==> config.mk <==
export PLATFORM = sky130hd
export DESIGN_NAME = alu_sequencer_flat
export DESIGN_NICKNAME = d
export VERILOG_FILES = /design/src/rtl/alu_seq_if.sv /design/src/rtl/alu_sequencer.sv /design/src/flat_wrapper.sv
export SDC_FILE = /design/constraint.sdc
export NUM_CORES = 1
export LEC_CHECK = 0
export CAP_MARGIN = 20
export CORE_ASPECT_RATIO = 1.25
export CORE_MARGIN = 2
export CORE_UTILIZATION = 43
export DETAILED_ROUTE_END_ITERATION = 10
export GPL_TIMING_DRIVEN = 0
export PLACE_DENSITY_LB_ADDON = 0.25
export SLEW_MARGIN = 30
export SYNTH_ARGS = -nofsm -noshare
export SYNTH_HDL_FRONTEND = slang
export SYNTH_SLANG_ARGS = --single-unit
==> constraint.sdc <==
create_clock -name clk -period 3.4 [get_ports clk]
set_input_delay 0.51 -clock clk [delete_from_list [all_inputs] [get_ports clk]]
set_output_delay 0.51 -clock clk [all_outputs]
set_load 0.1 [all_outputs]
==> src/rtl/alu_seq_if.sv <==
// Command, ALU-datapath and response bundle for alu_sequencer.
// slave = sequencer view; master = front end / ALU / consumer view.
interface alu_seq_if;
  logic       cmd_valid;
  logic       cmd_ready;
  logic [1:0] cmd_op;
  logic [7:0] cmd_operand;
  logic [7:0] alu_a;
  logic [7:0] alu_b;
  logic [1:0] alu_fs;
  logic [7:0] alu_c;
  logic [3:0] alu_flag;
  logic       rsp_valid;
  logic       rsp_ready;
  logic [7:0] rsp_data;
  logic [3:0] rsp_flag;
  logic       rsp_err;

  modport slave (
    input  cmd_valid, cmd_op, cmd_operand, alu_c, alu_flag, rsp_ready,
    output cmd_ready, alu_a, alu_b, alu_fs, rsp_valid, rsp_data, rsp_flag, rsp_err
  );

  modport master (
    output cmd_valid, cmd_op, cmd_operand, alu_c, alu_flag, rsp_ready,
    input  cmd_ready, alu_a, alu_b, alu_fs, rsp_valid, rsp_data, rsp_flag, rsp_err
  );
endinterface

==> src/rtl/alu_sequencer.sv <==
// Accumulator command sequencer driving an 8-bit combinational ALU (IDLE/EXEC/RESP).
// Optional zero-flag cross-check enabled by defining ALU_SEQ_ZCHK_EN.
module alu_sequencer (
  input  logic      clk,
  input  logic      rst_n,
  alu_seq_if.slave  bus
);
  typedef enum logic [1:0] {IDLE = 2'd0, EXEC = 2'd1, RESP = 2'd2} state_t;

  localparam logic [1:0] OP_LDA  = 2'b00;
  localparam logic [1:0] OP_SUB  = 2'b10;
  localparam logic [1:0] OP_CMP  = 2'b11;
  localparam logic [1:0] FS_ADD  = 2'b00;
  localparam logic [1:0] FS_SUB  = 2'b01;
  localparam logic [1:0] FS_CMP  = 2'b10;
  localparam logic [1:0] FS_IDLE = 2'b11;

  state_t     state;
  logic [1:0] op;
  logic [7:0] acc;
  logic [3:0] flag;
  logic [7:0] alu_a;
  logic [7:0] alu_b;
  logic [1:0] alu_fs;

  always_ff @(posedge clk) begin
    if (!rst_n) begin
      state  <= IDLE;
      op     <= OP_LDA;
      acc    <= 8'h00;
      flag   <= 4'h0;
      alu_a  <= 8'h00;
      alu_b  <= 8'h00;
      alu_fs <= FS_IDLE;
    end else begin
      case (state)
        IDLE: if (bus.cmd_valid) begin
          op    <= bus.cmd_op;
          alu_a <= (bus.cmd_op == OP_LDA) ? 8'h00 : acc;
          alu_b <= bus.cmd_operand;
          case (bus.cmd_op)
            OP_SUB:  alu_fs <= FS_SUB;
            OP_CMP:  alu_fs <= FS_CMP;
            default: alu_fs <= FS_ADD;
          endcase
          state <= EXEC;
        end
        EXEC: begin
          // cmp leaves C and zero undefined, so only the compare bit is taken
          if (op == OP_CMP) begin
            flag <= {bus.alu_flag[3], 3'b000};
          end else begin
            acc  <= bus.alu_c;
            flag <= {1'b0, bus.alu_flag[2], 1'b0, bus.alu_flag[0]};
          end
          alu_fs <= FS_IDLE;
          state  <= RESP;
        end
        RESP: if (bus.rsp_ready) state <= IDLE;
        default: state <= IDLE;
      endcase
    end
  end

`ifdef ALU_SEQ_ZCHK_EN
  logic err;
  logic zero_bad;

  assign zero_bad = (state == EXEC) && (op != OP_CMP) &&
                    ((bus.alu_c == 8'h00) != bus.alu_flag[2]);

  always_ff @(posedge clk) begin
    if (!rst_n)        err <= 1'b0;
    else if (zero_bad) err <= 1'b1;
  end

  assign bus.rsp_err = err;
`else
  assign bus.rsp_err = 1'b0;
`endif

  assign bus.cmd_ready = (state == IDLE);
  assign bus.rsp_valid = (state == RESP);
  assign bus.rsp_data  = acc;
  assign bus.rsp_flag  = flag;
  assign bus.alu_a     = alu_a;
  assign bus.alu_b     = alu_b;
  assign bus.alu_fs    = alu_fs;
endmodule

==> src/flat_wrapper.sv <==
// flat-port wrapper written by rule: the top's interface ports become plain ports
module alu_sequencer_flat 
  (clk, rst_n, bus_cmd_valid, bus_cmd_op, bus_cmd_operand, bus_alu_c, bus_alu_flag, bus_rsp_ready, bus_cmd_ready, bus_alu_a, bus_alu_b, bus_alu_fs, bus_rsp_valid, bus_rsp_data, bus_rsp_flag, bus_rsp_err);
  alu_seq_if bus_i ();
  input  logic clk;
  input  logic rst_n;
  input wire logic [$bits(bus_i.cmd_valid)-1:0] bus_cmd_valid;
  input wire logic [$bits(bus_i.cmd_op)-1:0] bus_cmd_op;
  input wire logic [$bits(bus_i.cmd_operand)-1:0] bus_cmd_operand;
  input wire logic [$bits(bus_i.alu_c)-1:0] bus_alu_c;
  input wire logic [$bits(bus_i.alu_flag)-1:0] bus_alu_flag;
  input wire logic [$bits(bus_i.rsp_ready)-1:0] bus_rsp_ready;
  output wire logic [$bits(bus_i.cmd_ready)-1:0] bus_cmd_ready;
  output wire logic [$bits(bus_i.alu_a)-1:0] bus_alu_a;
  output wire logic [$bits(bus_i.alu_b)-1:0] bus_alu_b;
  output wire logic [$bits(bus_i.alu_fs)-1:0] bus_alu_fs;
  output wire logic [$bits(bus_i.rsp_valid)-1:0] bus_rsp_valid;
  output wire logic [$bits(bus_i.rsp_data)-1:0] bus_rsp_data;
  output wire logic [$bits(bus_i.rsp_flag)-1:0] bus_rsp_flag;
  output wire logic [$bits(bus_i.rsp_err)-1:0] bus_rsp_err;
  assign bus_i.cmd_valid = bus_cmd_valid;
  assign bus_i.cmd_op = bus_cmd_op;
  assign bus_i.cmd_operand = bus_cmd_operand;
  assign bus_i.alu_c = bus_alu_c;
  assign bus_i.alu_flag = bus_alu_flag;
  assign bus_i.rsp_ready = bus_rsp_ready;
  assign bus_cmd_ready = bus_i.cmd_ready;
  assign bus_alu_a = bus_i.alu_a;
  assign bus_alu_b = bus_i.alu_b;
  assign bus_alu_fs = bus_i.alu_fs;
  assign bus_rsp_valid = bus_i.rsp_valid;
  assign bus_rsp_data = bus_i.rsp_data;
  assign bus_rsp_flag = bus_i.rsp_flag;
  assign bus_rsp_err = bus_i.rsp_err;
  alu_sequencer u_core (.clk(clk), .rst_n(rst_n), .bus(bus_i));
endmodule
# Yosys cells after proc, flatten, opt, wreduce, memory -nomap -nowiden
# Cells that the tools add are included.
# W data, S select, Z words.
totals:
  mem_bits_rw: 0
  mem_bits_ro: 0
  out_inout_bits: 33
  latchBits: 0
  mem_count: 0
  input_bits: 26
  reg_bits: 34
classes:
  n_lt_le_gt_ge: 0
  n_mul: 0
  div_mod_pow: 0
  muxes: 8
  n_reduce_logical: 7
  bitwise: 1
  eq_ne: 7
  addsub: 0
  n_shift: 0
op_table:
  columns: ["op", "n"]
  rows:
  - ["$eq A2 B2 Y1 const B", 4]
  - ["$mux W8", 1]
  - ["$pmux W2 S2", 2]
  - ["$reduce_and A2 Y1", 4]
  - ["$mux W2", 3]
  - ["$pmux W2 S3", 1]
  - ["$logic_not A2 Y1", 2]
  - ["$mux W4", 1]
  - ["$ne A2 B2 Y1 const B", 2]
  - ["$eq A2 B1 Y1 const B", 1]
  - ["$reduce_bool A2 Y1", 1]
  - ["$not A1 Y1", 1]

# Longest topological paths before layout
# Gate-level depths: netlist of run 1.
depth:
  word_depth: 4
  mapped_depth: 4
  depth_no_buf: 3

# Worst setup path before layout of run 1
# Ideal clock, no wire load.
synth_path:
  path_type: "register to output"
  start: "register u_core.state[1]"
  end: "output bus_rsp_valid"
  t_required_ns: 2.890
  arrival_time_ns: 1.754
  path_slack_ns: 1.136
  path_stages_with_launch: 2
  cell_sequence: "dfxtp_1 > nor2b_1"
synth_between:
  elab_chain_len: 1
synth_rtl:
  columns: ["element", "line_no", "rtl"]
  rows:
  - ["start: declaration", "alu_sequencer.sv:18", "state_t state;"]
  - ["start signal: assignment", "alu_sequencer.sv:28", "state <= IDLE;"]
  - ["start signal: assignment", "alu_sequencer.sv:46", "state <= EXEC;"]
  - ["start signal: assignment", "alu_sequencer.sv:57", "state <= RESP;"]
  - ["$eq A2 B2 Y1", "alu_sequencer.sv:83", "assign bus.rsp_valid = (state == RESP);"]
  - ["end: declaration", "flat_wrapper.sv:17", "output wire logic [$bits(bus_i.rsp_valid)-1:0] bus_rsp_valid;"]
# No other way between the ends.

# Final worst setup path of run 1
# Ends and elaborated chain as after synthesis.

==> metrics.cfg, run 1 <==
[setup_path]
worstSetupPathType=reg2out
path_cells=nor2b_1 > clkdlybuf4s50_1
reg2reg_depth=4
crit_required_ns=2.89
start_kind=register
crit_fanout=6
slowest_stage=clkdlybuf4s50_1
cpPeakStageDelay_ns=1.15
cp.arrival_ns=2.09
crit_path_end_kind=primary output

[power_and_ir_drop]
pwr_density_cell_nw_per_um2=481.0
p_seq_share_pct=45.0
clkPwrFrac_pct=27.0
power_mw=0.9262
power_frac_comb_pct=28.0
p_sw_share_pct=34.98
p_int_mw=0.6022
ir_drop_mv=0.3564
p_leak_nw=0.7127
power_switching_mw=0.3240

[clocking]
htreeDepth=2
clockBufferDepth=2
cts.clk_slew.worst_paths_ns=0.10
cts_tree=done
cts_resized=0
cts_buffers=5
root_buffer=clkbuf_4
insertion_delay_ns=0.34
clock_sinks=33
cts-hold-fix-buffers=0
postCtsSetupRepairBufs=0

[die]
io_pins=59
core_um2=2733
placementRows=21
die_x_um=52.39
die_y_um=64.49
dieArea_um2=3379
start_util_pct=46.06

[route]
firstDrtPassIters=4
postRouteWirelength_um=2952
ant_nets=0
route.detailed.drc=0
routedWlPerCell_um=12.67
vias=1166
via_per_inst=5.004
initialDrtViolationCount=22

[synthesis]
ys_types=22
syn_avg_cell_area_um2=9.324
synthCells=135
syn_area_um2=1259
ys_ff_latch=33
yosysSeqAreaShare_pct=52.49
ys_warn_count=0

[sta]
setup_viol=0
drv_slew=0
whs_ns=0.4696
hold_viol=0
fin_crit_ns=2.600
period_share_pct=76.48
skew_ns=0.005948
rsz0062_at_grt=no
layout_setup_ws_ns=0.7996
tightestPinTransition_ns=0.9733
slew_headroom_pct=34.91
fmax_ghz=0.3846
setup-tns-final_ns=0

[grt]
grt_pass1_vias=1098
antenna_found_initial=0
grt_max_degree=11
grt_pass1_wl_um=4961
grt_usage_pct=19.92
grt-ovfl-total=0

[placement]
place_ws_ns=1.165
port_buffers=55
dp.cells=225
gp_congestion=0.7995
post-dp-hpwl_um=2277

[final_layout]
drive_gt1_share_pct=8.543
area_growth_pct=52.98
antenna_cells=0
final_common_cell=clkdlybuf4s50_1
final_cells=233
final_cell_mix=clkdlybuf4s50_1 (55), dfxtp_1 (33), nand2_1 (26), a21boi_0 (21), nand3_1 (12)
fin_nets=224

[worst_hold_path]
whs_path_depth=2
hold_path_class=reg2reg

[job]
drv_cap=0

[status]
outcome=finished, final reports clean

[power by group through the flow]
stage	Sequential [mW]	Clock [mW]	Combinational [mW]
after floorplan	0.537	0	0.0724
after global placement	0.425	0	0.257
after detailed placement	0.426	0	0.260
after CTS	0.417	0.254	0.261
after global routing	0.420	0.276	0.272
final	0.417	0.250	0.259
[worst paths after layout]
check / endpoint / startpoint / slack [ns]
worst max-delay path: bus_rsp_valid / u_core.state[1]$_SDFFE_PN0P_ / 0.80
worst min-delay path: u_core.bus.alu_b[5]$_SDFFE_PN0P_ / u_core.bus.alu_b[5]$_SDFFE_PN0P_ / 0.47
worst max register to register: u_core.bus.rsp_data[3]$_SDFFE_PN0P_ / u_core.state[1]$_SDFFE_PN0P_ / 1.98
worst min register to register: u_core.bus.alu_b[5]$_SDFFE_PN0P_ / u_core.bus.alu_b[5]$_SDFFE_PN0P_ / 0.47
[per-layer routing]
layer	wire, µm	track usage (%)
met1	1155	22.25
met3	223	8.525
met2	1527	33.13
met5	0	0
met4	44	7.051
[layout make-up]
cell class,instances,area [µm²]
buffer,10,56.30
multi-input combinational,93,545.5
sequential,33,660.6
timing repair buffer,55,550.5
clock buffer,7,65.06
tap,34,42.54
fill,235,807.0
clock inverter,1,5.005
[registers in the layout, summed over array words and instances, names as in the netlist]
register and flops:
u_core.bus.alu_a 8, u_core.op 2, u_core.bus.rsp_data 8, u_core.bus.rsp_flag 3, u_core.state 2, u_core.bus.alu_b 8
u_core.bus.alu_fs 2
[critical path: cells and delay by family, from the launching register on]
family                 cells  cell delay, ns
buffers and inverters      1            1.15
DFF                        1            0.41
and+or+nand+nor            1            0.18
[cells by family after synthesis]
family,Yosys count,share of synthesized area [%]
simple gates,52,20.48
other cells,1,0.2979
compound gates,39,22.27
flops,33,52.48
buf+inv,10,4.472
[cell usage after synthesis, drive strengths merged]
cell | count | area share [%]
buf | 6 | 3.3
o21ai | 9 | 3.6
and2 | 3 | 1.7
nor2b | 3 | 1.5
nor2 | 2 | 1.2
dfxtp | 33 | 52
nand3b | 1 | 0.60
or3b | 1 | 0.89
nand2b | 1 | 0.50
clkbuf | 4 | 1.2
o21a | 1 | 0.60
a21boi | 21 | 13
nand3 | 12 | 4.8
nor3b | 1 | 0.60
nand4 | 2 | 0.99
a22o | 8 | 5.6
conb | 1 | 0.30
nand2 | 26 | 7.8
[per-stage QoR]
| stage | area (µm²) | util, % |
|---|---|---|
| after floorplan | 1262 | - |
| after global placement | 1856 | 67.90 |
| after detailed placement | 1856 | 67.90 |
| after CTS | 1926 | 70.47 |
| after global routing | 1926 | 70.47 |
| final | 1926 | 70.47 |
No activity file was read; power rests on OpenSTA's default activity.
==> run 2: changes to the inputs <==
--- a/config.mk
+++ b/config.mk
@@ -8,7 +8,7 @@
 export CAP_MARGIN = 20
 export CORE_ASPECT_RATIO = 1.25
 export CORE_MARGIN = 2
-export CORE_UTILIZATION = 43
+export CORE_UTILIZATION = 40
 export DETAILED_ROUTE_END_ITERATION = 10
 export GPL_TIMING_DRIVEN = 0
 export PLACE_DENSITY_LB_ADDON = 0.25
==> constraint.sdc (replaced) <==
create_clock -name clk -period 2.4 [get_ports clk]
set_input_delay 0.36 -clock clk [delete_from_list [all_inputs] [get_ports clk]]
set_output_delay 0.36 -clock clk [all_outputs]
set_load 0.1 [all_outputs]
==> metrics.cfg, run 2 (same netlist as run 1, synthesis figures left out) <==
[worst_hold_path]
hold_path_class=reg2reg
whs_path_depth=2
min_from=u_core.bus.alu_b[0]$_SDFFE_PN0P_
hold_end=u_core.bus.alu_b[0]$_SDFFE_PN0P_

[placement]
post-dp-hpwl_um=2488
gp_congestion=0.7596
place_ws_ns=0.3185
port_buffers=55
dpl_cell_area_um2=1858

[setup_path]
worstSetupPathType=reg2out
timing.rr.end=u_core.bus.rsp_data[6]$_SDFFE_PN0P_
path_cells=nor2_1 > clkdlybuf4s50_1
crit_fanout=6
reg2reg_depth=4
cp.arrival_ns=1.94
r2r_slack_ns=1.00
r2r-start=u_core.state[1]$_SDFFE_PN0P_
crit_path_end_kind=primary output
cpPeakStageDelay_ns=1.13
crit_required_ns=2.04
start_kind=register
slowest_stage=clkdlybuf4s50_1

[power_and_ir_drop]
power_mw=1.243
pwr_density_cell_nw_per_um2=652.3
p_seq_share_pct=47.5
clkPwrFrac_pct=22.9
p_leak_nw=0.7022
p_int_mw=0.7995
ir_drop_mv=0.4787
p_sw_share_pct=35.68
power_switching_mw=0.4435
power_frac_comb_pct=29.6

[die]
io_pins=59
core_um2=2973
dieArea_um2=3614
die_x_um=54.18
die_y_um=66.72
start_util_pct=42.34
placementRows=22

[sta]
setup_viol=0
fmax_ghz=0.4357
layout_setup_ws_ns=0.1048
hold_viol=0
skew_ns=0.003401
fin_crit_ns=2.295
tightestPinTransition_ns=0.9799
period_share_pct=95.63
setup-tns-final_ns=0
drv_slew=0
rsz0062_at_grt=no
slew_headroom_pct=34.47

[clocking]
htreeDepth=2
insertion_delay_ns=0.33
clockBufferDepth=2
cts_buffers=5
cts.clk_slew.worst_paths_ns=0.09
root_buffer=clkbuf_4
cts_tree=done
cts-hold-fix-buffers=0
clock_sinks=33
postCtsSetupRepairBufs=0

[final_layout]
fin_nets=224
drive_gt1_share_pct=7.035
fin_area_um2=1906
fillers=265
area_growth_pct=51.39
final_common_cell=clkdlybuf4s50_1
final_cell_mix=clkdlybuf4s50_1 (54), dfxtp_1 (33), nand2_1 (26), a21boi_0 (21), nand3_1 (12)
antenna_cells=0

[route]
firstDrtPassIters=4
ant_nets=0
routedWlPerCell_um=13.56
via_per_inst=5.094
postRouteWirelength_um=3187
vias=1197
route.detailed.drc=0
initialDrtViolationCount=8

[job]
drv_cap=0

[grt]
grt-ovfl-total=0
antenna_found_initial=0
grt_max_degree=11
grt_pass1_wl_um=5278
grt_usage_pct=20.63
grt_pass1_vias=1222

[status]
outcome=finished, final reports clean

## run 2: cell count changes in the layout (fill, tap and decap cells not counted), sizes merged
cell	before	now
clkbuf	11	12
clkdlybuf4s50	55	54
clkinv	1	0
dlygate4sd2	0	1
## run 2: layout make-up
cell class	count	area, µm²	area share, %
flip-flops and latches	33	660.6	34.67
clock buffers	8	48.80	2.561
multi-input cells	93	545.5	28.63
plain buffers	10	56.30	2.955
well taps	36	45.04	2.364
repair buffers	55	549.3	28.82
## run 2: power groups by stage
stage	Sequential, mW	Combinational (mW)	Clock, mW
3_3_place_gp	0.602	0.364	0
5_1_grt	0.595	0.386	0.320
3_5_place_dp	0.604	0.370	0
2_1_floorplan	0.761	0.103	0
4_1_cts	0.591	0.370	0.298
6_report	0.591	0.368	0.284
## run 2: worst max-delay path by stage
stage | from | to | slack [ns]
global placement | u_core.state[1]$_SDFFE_PN0P_ | bus_rsp_valid | 0.34
global route | u_core.state[1]$_SDFFE_PN0P_ | bus_cmd_ready | 0.02
floorplan | u_core.state[1]$_SDFFE_PN0P_ | u_core.state[1]$_SDFFE_PN0P_ | 0.24
finish | u_core.state[1]$_SDFFE_PN0P_ | bus_cmd_ready | 0.10
CTS | u_core.state[1]$_SDFFE_PN0P_ | bus_cmd_ready | 0.08
detailed placement | u_core.state[1]$_SDFFE_PN0P_ | bus_rsp_valid | 0.32
## run 2: critical path: cells and delay by family, from the launching register on
family / cells / cell delay [ns]
buffers and inverters: 1 / 1.13
AND/OR/NAND/NOR: 1 / 0.11
flip-flops: 1 / 0.36
## run 2: per-stage QoR
stage	util [%]	hold WS, ns	cells
detailed placement	62.50	0.4563	227
CTS	64.10	0.4750	235
floorplan	-	0.4520	136
global placement	62.50	0.4515	227
finish	64.10	0.4750	235
global route	64.10	0.4991	235
## run 2: what timing repair did
action | in CTS | in global routing
setup endpoints to repair | 1 | 0
hold endpoints to repair | 0 | 0
resized for setup | 1 | 0
## run 2: layer usage
metal | part of all wire [%] | up-vias | track usage (%)
li1 | - | 588 | -
met1 | 37 | 554 | 20.64
met2 | 54 | 51 | 36.30
met3 | 7.6 | 4 | 7.848
met4 | 1.3 | 0 | 9.375
met5 | 0 | - | 0
